File: src/rtl/mem_port_arbiter.sv
// Shares one memory port between instruction fetch and data load/store requesters.
// Round-robin grant on ties, per-access timeout watchdog, misaligned accesses rejected without a memory cycle.
module mem_port_arbiter #(
  parameter int TIMEOUT = 16,
  parameter int CNT_W   = 5
) (
  input  logic        clk,
  input  logic        rst,
  input  logic        if_req,
  input  logic [31:0] if_addr,
  output logic        if_ack,
  output logic        if_err,
  output logic [31:0] if_rdata,
  input  logic        d_req,
  input  logic        d_we,
  input  logic [2:0]  d_f3,
  input  logic [31:0] d_addr,
  input  logic [31:0] d_wdata,
  output logic        d_ack,
  output logic        d_err,
  output logic [31:0] d_rdata,
  output logic        mem_req,
  output logic        mem_we,
  output logic [2:0]  mem_f3,
  output logic [31:0] mem_addr,
  output logic [31:0] mem_wdata,
  input  logic        mem_ack,
  input  logic [31:0] mem_rdata,
  output logic        busy,
  output logic [1:0]  dbg_state
);

  // Handshake: a requester holds req and its payload stable until its one-cycle
  // ack; the memory holds mem_req and fields stable until its one-cycle mem_ack.
  localparam logic [1:0] IDLE    = 2'd0;
  localparam logic [1:0] IF_BUSY = 2'd1;
  localparam logic [1:0] D_BUSY  = 2'd2;
  localparam logic [1:0] ERR_RSP = 2'd3;

  localparam logic OWN_IF = 1'b0;
  localparam logic OWN_D  = 1'b1;

  localparam logic [CNT_W-1:0] CNT_LAST = CNT_W'(TIMEOUT - 1);

  logic [1:0]       state;
  logic             owner;
  logic             last;
  logic [CNT_W-1:0] cnt;

  logic        grant_any;
  logic        win;
  logic        d_misaligned;
  logic        win_misaligned;
  logic        in_busy;
  logic        expire;
  logic        done;
  logic        rsp;
  logic        rsp_err;
  logic [31:0] rsp_rdata;

  always_comb begin
    grant_any = if_req | d_req;
    // Data wins when alone, or on a tie when fetch had the previous grant.
    win = d_req & (~if_req | (last == OWN_IF));
    d_misaligned = d_f3[1] ? (d_addr[1:0] != 2'b00) : (d_f3[0] & d_addr[0]);
    win_misaligned = win ? d_misaligned : (if_addr[1:0] != 2'b00);

    in_busy = (state == IF_BUSY) || (state == D_BUSY);
    expire  = in_busy && (cnt == CNT_LAST);
    // A completion in the expiry cycle beats the timeout.
    done      = in_busy && (mem_ack || expire);
    rsp       = done || (state == ERR_RSP);
    rsp_err   = (state == ERR_RSP) || (in_busy && !mem_ack && expire);
    rsp_rdata = (in_busy && mem_ack && !mem_we) ? mem_rdata : 32'd0;

    if_ack   = rsp && (owner == OWN_IF);
    if_err   = rsp_err && (owner == OWN_IF);
    if_rdata = (owner == OWN_IF) ? rsp_rdata : 32'd0;
    d_ack    = rsp && (owner == OWN_D);
    d_err    = rsp_err && (owner == OWN_D);
    d_rdata  = (owner == OWN_D) ? rsp_rdata : 32'd0;

    busy      = (state != IDLE);
    dbg_state = state;
  end

  always_ff @(posedge clk) begin
    if (rst) begin
      state     <= IDLE;
      owner     <= OWN_IF;
      last      <= OWN_D;
      cnt       <= '0;
      mem_req   <= 1'b0;
      mem_we    <= 1'b0;
      mem_f3    <= 3'b000;
      mem_addr  <= 32'd0;
      mem_wdata <= 32'd0;
    end else begin
      case (state)
        IDLE: begin
          if (grant_any) begin
            owner <= win;
            last  <= win;
            cnt   <= '0;
            if (win_misaligned) begin
              state <= ERR_RSP;
            end else begin
              state     <= win ? D_BUSY : IF_BUSY;
              mem_req   <= 1'b1;
              mem_we    <= win & d_we;
              mem_f3    <= win ? d_f3 : 3'b010;
              mem_addr  <= win ? d_addr : if_addr;
              mem_wdata <= win ? d_wdata : 32'd0;
            end
          end
        end
        IF_BUSY, D_BUSY: begin
          if (done) begin
            state   <= IDLE;
            mem_req <= 1'b0;
            cnt     <= '0;
          end else begin
            cnt <= cnt + 1'b1;
          end
        end
        default: begin
          state <= IDLE;
        end
      endcase
    end
  end

endmodule

File: config.mk
export PLATFORM = sky130hd
export DESIGN_NAME = mem_port_arbiter
export DESIGN_NICKNAME = d
export VERILOG_FILES = /design/src/rtl/mem_port_arbiter.sv
export SDC_FILE = /design/constraint.sdc
export NUM_CORES = 1
export LEC_CHECK = 0
export ABC_AREA = 1
export BUFFER_PORTS_ARGS = -buffer_cell sky130_fd_sc_hd__buf_4
export CAP_MARGIN = 20
export CORE_MARGIN = 8
export CORE_UTILIZATION = 43
export CTS_BUF_LIST = sky130_fd_sc_hd__clkbuf_8
export CTS_CLUSTER_SIZE = 16
export DETAILED_ROUTE_END_ITERATION = 12
export MAX_ROUTING_LAYER = met4
export PLACE_DENSITY_LB_ADDON = 0.15
export SETUP_SLACK_MARGIN = 0.15
export SKIP_CTS_REPAIR_TIMING = 1
export SLEW_MARGIN = 10
export SYNTH_ARGS = -nofsm -noshare
export SYNTH_HDL_FRONTEND = slang
export SYNTH_SLANG_ARGS = --single-unit
File: constraint.sdc
create_clock -name clk -period 1.8 [get_ports clk]
set_input_delay 0.18 -clock clk [delete_from_list [all_inputs] [get_ports clk]]
set_output_delay 0.18 -clock clk [all_outputs]
set_load 0.03 [all_outputs]
; ---- Yosys cells after proc, flatten, opt, wreduce, memory -nomap -nowiden
; Index checks and enable logic that the tools add are counted.
[totals]
output_inout_bits = 140
elab_cells = 73
inputBits = 137
regBits = 78
[classes]
reduce_logical = 27
n_bitwise = 9
addsub = 1
mux = 20
eq_ne = 7
[ops]
columns = operator, count
row1 = two-way mux 32 bit, 5
row2 = logical AND 1 bit, 10
row3 = two-way mux 5 bit, 2
row4 = one-hot mux 5 bit (2 select lines), 1
row5 = two-way mux 2 bit, 4
row6 = nonzero test 2 bit, 4
row7 = "inequality test 2 bit, second input constant", 3
row8 = AND reduction 2 bit, 3
row9 = "adder 5 x 1 -> 5 bit, second input constant", 1
row10 = "== test 5 x 4 -> 1 bit, second input constant", 1
row11 = two-way mux 1 bit, 5
row12 = "== test 2 bit, second input constant", 2
row13 = logical OR 1 bit, 4
row14 = inverter 1 bit, 4
row15 = one-hot mux 2 bit (2 select lines), 1
row16 = AND reduction 4 bit, 1
row17 = bitwise AND 1 bit, 3
row18 = two-way mux 3 bit, 1
row19 = AND reduction 3 bit, 1
row20 = "== test 2 x 1 -> 1 bit, second input constant", 1
row21 = zero test 1 bit, 2
row22 = zero test 2 bit, 1
row23 = bitwise OR 1 bit, 2
row24 = one-hot mux 1 bit (2 select lines), 1
row25 = OR reduction 2 bit, 1

; ---- Longest topological paths before layout
; Gate-level depths: netlist of the first run.
[depth]
depth_word = 7
depth_mapped = 11
mapped_depth_nobuf = 11

; ---- Least setup slack after synthesis of the first run
; OpenSTA, ideal clock, no wires.
[synth_path]
path_type = register to output
from = register state[0], in the netlist dbg_state[0]
to = output port d_rdata[0]
t_required_ps = 1620
path_stages_with_launch = 7
t_arrival_ps = 2087
path_buffers = 2
slack_ps = -467
cell_sequence = dfxtp_1 > inv_1 > ha_1 > nand3b_1 > clkbuf_1 > buf_1 > nor3_1
[synth_between]
elab_chain_cells = 6
elab_cells_between_ends = 7
cone_classes = 2 x eq/ne / 2 x mux / 3 x reduce/logical
[synth_lines]
columns = item, line
row1 = start: declaration, 45  ; logic [1:0] state;
row2 = start signal: assignment, 108  ; state <= win ? D_BUSY : IF_BUSY;
row3 = == test 2 x 1 -> 1 bit or == test 2 bit (tied branches), 68  ; in_busy = (state == IF_BUSY) || (state == D_BUSY);
row4 = logical OR 1 bit *, 68
row5 = logical AND 1 bit * (2 in series), 74  ; rsp_rdata = (in_busy && mem_ack && !mem_we) ? mem_rdata : 32'd0;
row6 = two-way mux 32 bit *, 74
row7 = two-way mux 32 bit *, 81  ; d_rdata = (owner == OWN_D) ? rsp_rdata : 32'd0;
row8 = end: declaration, 21  ; output logic [31:0] d_rdata,
; Mark *: on every way between the ends. The rest lies on a longest branch, timed or not.

; ---- Worst setup path in the final report of the first run
[layout_path]
from = register state[1], in the netlist dbg_state[1]
to = output port d_rdata[11]
; The elaborated chain is that of the path after synthesis.

==> impl_metrics.tcl, run 1 <==
set metrics [dict create \
    yosys_warnings 0 \
    synthMuxAreaShare_pct 0 \
    rsz0062_at_grt "true" \
    dp_hpwl_um 13100 \
    drv_cap 0 \
    synth_top_family_by_area "simple AND/OR/NAND/NOR gates" \
    hp-start "d_wdata[27]" \
    power_w 0.00669 \
    gp_congestion 0.875 \
    grt_pass1_vias 5498 \
    outcome "complete, but fails checks" \
    clkSinkCount 78 \
    netlist_area_um2 4130 \
    grt_max_degree 65 \
    syn_nets 825 \
    failed_checks "negative setup slack" \
    multiInputGateArea_um2 2760 \
    h-tree-depth 3 \
    post-route-min-period_ns 2.08 \
    fillCellCount 601 \
    die_area_um2 13000 \
    die_x_um 114 \
    antenna_left 0 \
    vias 5476 \
    root_buffer "clkbuf_8" \
    dr.first_iter.drc_count 282 \
    core_um2 9280 \
    grtUsageTotal_pct 25.4 \
    cp-end-kind "output pin" \
    io_buffer_count 276 \
    cts_buffer_depth 2 \
    max_freq_ghz 0.480 \
    grt_pass1_wl_um 26100 \
    fin_crit_sh_pct 116 \
    routedWlPerCell_um 17.3 \
    hold_viol 0 \
    synth_top_cell_area_share_pct 37.8 \
    diodes 0 \
    via_per_inst 5.06 \
    die_y_um 114 \
    overflow 0 \
    synth_area_leaders "dfxtp_1 38%, nand2_1 27%, nor3_1 7.9%" \
    synth_xor_area_share_pct 0.212 \
    synthAdderAreaFrac_pct 1.21 \
    dr.pass1.iters 5 \
    cp_data_arrival_time_ns 1.90 \
    num_rows 35 \
    setup_slack_ns -0.284 \
    synth_area_per_cell_um2 6.04 \
    max_slew_margin_pct 61.6 \
    cts_buffers 9 \
    clk_pin_slew_ns 0.09 \
    totalWireLength_um 18700 \
    setup_viol 66 \
    ff_latch_area_um2 1570 \
    cellPowerDensity_nw_per_um2 880 \
    synth_compound_area_share_pct 7.17 \
    syn_to_final_growth_pct 83.9 \
    drcViolationCount 0 \
    start_util_pct 44.5 \
    p_leak_nw 3.85 \
    nNetsFinal 1091 \
    worst_pin_slew_ns 0.576 \
    ir_drop_mv 0.601 \
    worstSetupStartpointType "flop" \
    syn_inst 684 \
    antenna_found_initial 0 \
    tns_ns -14.11 \
    finalClockSkew_ns 0.0165 \
    yosys.area_share.simple_pct 41.3 \
    crit_type "flop to output pin" \
    io_pins 277 \
    hp-class "primary input to flop" \
    crit_path_start "dbg_state[1]" \
    r2r_start "cnt[1]" \
    drive_gt1_share_pct 43.1 \
    worstPathRequired_ns 1.62 \
    worst-path-max-fanout 16 \
    yosysUniqueCellTypes 25 \
    ys_seq_area_share_pct 37.8 \
    slew_viol_final 0 \
    clk_latency_ns 0.35 \
    synth-seq-cells 78 \
    yosys.area.top_type "dfxtp_1" \
    cts_tree "built" \
    finalCoreUtilization_pct 81.9 \
]
==> sequential cells by signal, summed over array words and instances, names as in the netlist <==
name       count
cnt            5
mem_f3         3
last           1
mem_we         1
mem_addr      32
owner          1
mem_wdata     32
dbg_state      2
mem_req        1
==> synth_stat cells <==
| cell | n |
|---|---|
| a211oi_1 | 2 |
| a21oi_1 | 48 |
| a31oi_1 | 1 |
| buf_1 | 9 |
| buf_2 | 7 |
| buf_4 | 3 |
| buf_6 | 3 |
| clkbuf_1 | 26 |
| clkinv_1 | 1 |
| dfxtp_1 | 78 |
| ha_1 | 4 |
| inv_1 | 72 |
| inv_2 | 3 |
| nand2_1 | 294 |
| nand2_2 | 1 |
| nand3_1 | 5 |
| nand3_2 | 2 |
| nand3b_1 | 1 |
| nand4_1 | 10 |
| nor2_1 | 39 |
| nor3_1 | 65 |
| o21ai_0 | 4 |
| o21ai_1 | 3 |
| or2_2 | 2 |
| xor2_1 | 1 |
==> metal layers <==
layer / part of all wire, % / up-vias / global-route usage, %
met5: 0 / - / -
met4: 4.0 / 0 / 11.4
li1: - / 2637 / -
met3: 6.9 / 51 / 5.59
met2: 52 / 273 / 45.8
met1: 37 / 2515 / 25.9
==> layout make-up <==
type,count,share of cell area [%]
inverters,76,3.85
flip-flops and latches,78,20.7
repair buffers,303,34.7
clock inverters,6,0.741
clock buffers,9,1.63
multi-input cells,482,36.3
well taps,129,2.12
==> worst paths after layout <==
kind	end	slack (ns)	cells after the start
max	d_rdata[11]	-0.28	7
min	mem_wdata[27]	0.11	3
max reg2reg	mem_req	0.09	12
min reg2reg	mem_addr[27]	0.47	2
==> cell families (layout without fill, tap and decap cells) <==
logic type | count (synthesis) | in the layout
AO/OA/AOI/OAI | 58 | 58
XOR/XNOR | 1 | 1
buffers and inverters | 124 | 394
AND/OR/NAND/NOR | 419 | 419
flip-flops | 78 | 78
adder cells (fa/ha/maj) | 4 | 4
==> layout by cell type, fill, tap and decap left out, types with 9 or more instances in the layout <==
master | netlist | routed
buf_6 | 3 | 48
clkbuf_8 | 0 | 9
buf_4 | 3 | 242
nand4_1 | 10 | 10
nor3_4 | 0 | 44
nor2_1 | 39 | 36
a21oi_1 | 48 | 47
nand2_1 | 294 | 292
nor3_2 | 0 | 20
dfxtp_1 | 78 | 73
inv_1 | 72 | 70
==> critical path, cell delays in order, from the launching register on <==
cell and delay (ns):
dfxtp_4 0.38, inv_2 0.05, ha_4 0.29, nand3b_1 0.10, buf_6 0.17, clkbuf_16 0.21, nor3_4 0.16, buf_6 0.17
==> stage by stage <==
stage	setup slack (ns)	area [µm²]	hold WS, ns	std cells
final	-0.284	7600	0.110	1083
after global routing	-0.344	7600	0.119	1083
after CTS	-0.328	7070	0.103	1070
after detailed placement	0.0631	6890	0.456	1055
after global placement	0.108	6890	0.449	1055
after floorplan	0.0384	4760	0.351	684
==> power by group <==
part	total, W	internal (W)	leakage (nW)	switching, W
registers	0.00210	0.00195	0.640	0.000146
logic	0.00334	0.00126	3.12	0.00208
clock network	0.00125	0.000621	0.0960	0.000627
No activity file was read; power rests on OpenSTA's default activity.
==> run 2, diff against run 1 <==
Clock period 1.8 ns to 2.2 ns, I/O delays scaled along.
==> impl_metrics.tcl, run 2 (same netlist as run 1, synthesis figures left out) <==
set metrics [dict create \
    r2r_cells 10 \
    outcome "finished, final reports clean" \
    cp_data_arrival_time_ns 1.88 \
    instances_no_fill 1077 \
    via_per_inst 4.80 \
    crit_type "flop to output pin" \
    cts_buffers 9 \
    grt_pass1_wl_um 24400 \
    num_rows 35 \
    worst-path-max-fanout 23 \
    dr.first_iter.drc_count 334 \
    start_util_pct 44.5 \
    setup_viol 0 \
    antenna_left 0 \
    gp_congestion 0.892 \
    cp-end-kind "output pin" \
    worstSetupStartpointType "flop" \
    core_um2 9280 \
    post-route-min-period_ns 2.10 \
    multiInputGateArea_um2 2410 \
    cellPowerDensity_nw_per_um2 742 \
    syn_to_final_growth_pct 66.9 \
    post-place-cells 1055 \
    dr.pass1.iters 5 \
    die_x_um 114 \
    max_freq_ghz 0.477 \
    final_common_cell "nand2_1" \
    ir_drop_mv 0.435 \
    rsz0062_at_grt "true" \
    io_pins 277 \
    power_w 0.00512 \
    worst_pin_slew_ns 0.670 \
    antenna_found_initial 0 \
    drive_gt1_share_pct 41.2 \
    fillCellCount 757 \
    grt_pass1_vias 5021 \
    io_buffer_count 276 \
    vias 5171 \
    seqPwrFrac_pct 33.3 \
    ff_latch_area_um2 1570 \
    die_y_um 114 \
    rrSetupSlack_ns 0.46 \
    max_slew_margin_pct 55.3 \
    grtUsageTotal_pct 23.9 \
    largestRegisters "mem_addr: 32 flops, mem_wdata: 32 flops, cnt: 5 flops" \
    overflow 0 \
    routedWlPerCell_um 15.2 \
    h-tree-depth 3 \
    clk_latency_ns 0.36 \
    swShare_pct 41.7 \
    clk_pin_slew_ns 0.08 \
    finalCoreUtilization_pct 74.3 \
    diodes 0 \
    totalWireLength_um 16300 \
    p_comb_share_pct 45.7 \
    slew_viol_final 0 \
    netSwitchingPower_w 0.00213 \
    clkSinkCount 78 \
    p_int_w 0.00298 \
    fin_crit_sh_pct 95.3 \
    root_buffer "clkbuf_8" \
    dp_hpwl_um 12700 \
    setup_slack_ns 0.104 \
    hold_viol 0 \
    final_cell_mix "293 x nand2_1, 289 x buf_4, 73 x inv_1, 73 x dfxtp_1, 60 x nor3_2" \
    grt_max_degree 71 \
    drcViolationCount 0 \
    drv_cap 0 \
    nNetsFinal 1084 \
    post-place-ws_ns 0.395 \
    tns_ns 0 \
    cts_tree "built" \
    cts_buffer_depth 2 \
    whs_path_depth 3 \
    p_leak_nw 3.55 \
    finalClockSkew_ns 0.0133 \
    worstPathRequired_ns 1.98 \
    clkPwrFrac_pct 21.1 \
    hp-class "primary input to flop" \
    die_area_um2 13000 \
]
[run 2: layout make-up]
cell class,count,area share [%]
multi-input combinational,482,35.0
timing repair buffer,296,33.0
sequential,78,22.8
inverter,76,4.13
tap,129,2.34
clock buffer,9,1.79
clock inverter,7,1.07
[run 2: routing by layer]
metal  track usage [%]  share of wire [%]
met1              23.8                 37
met2              43.7                 53
met3              6.38                7.7
met4              8.96                2.2
met5                 -                  0
[run 2: worst max-delay path, stage by stage, from the launching register on]
cell,delay (ns)
dfxtp_2,0.35
inv_1,0.07
ha_4,0.29
nand3b_1,0.10
buf_4,0.18
buf_8,0.18
nor3_2,0.17
buf_4,0.20
[run 2: final timing paths]
path | start | endpoint
max | dbg_state[0] | d_rdata[20]
min | d_f3[2] | mem_f3[2]
max reg2reg | dbg_state[0] | mem_wdata[20]
min reg2reg | mem_wdata[29] | mem_wdata[29]
[run 2: stage by stage]
step,instance area (µm²),hold WS [ns]
2_1_floorplan,4450,0.391
3_3_place_gp,6580,0.448
3_5_place_dp,6580,0.455
4_1_cts,6780,0.145
5_1_grt,6900,0.163
6_report,6900,0.157
[run 2: power groups by stage]
stage	logic [W]	registers (W)	clock network, W
floorplan	0.00114	0.00202	0
global placement	0.00221	0.00171	0
detailed placement	0.00226	0.00172	0
CTS	0.00226	0.00170	0.00110
global route	0.00254	0.00172	0.00117
finish	0.00234	0.00170	0.00108
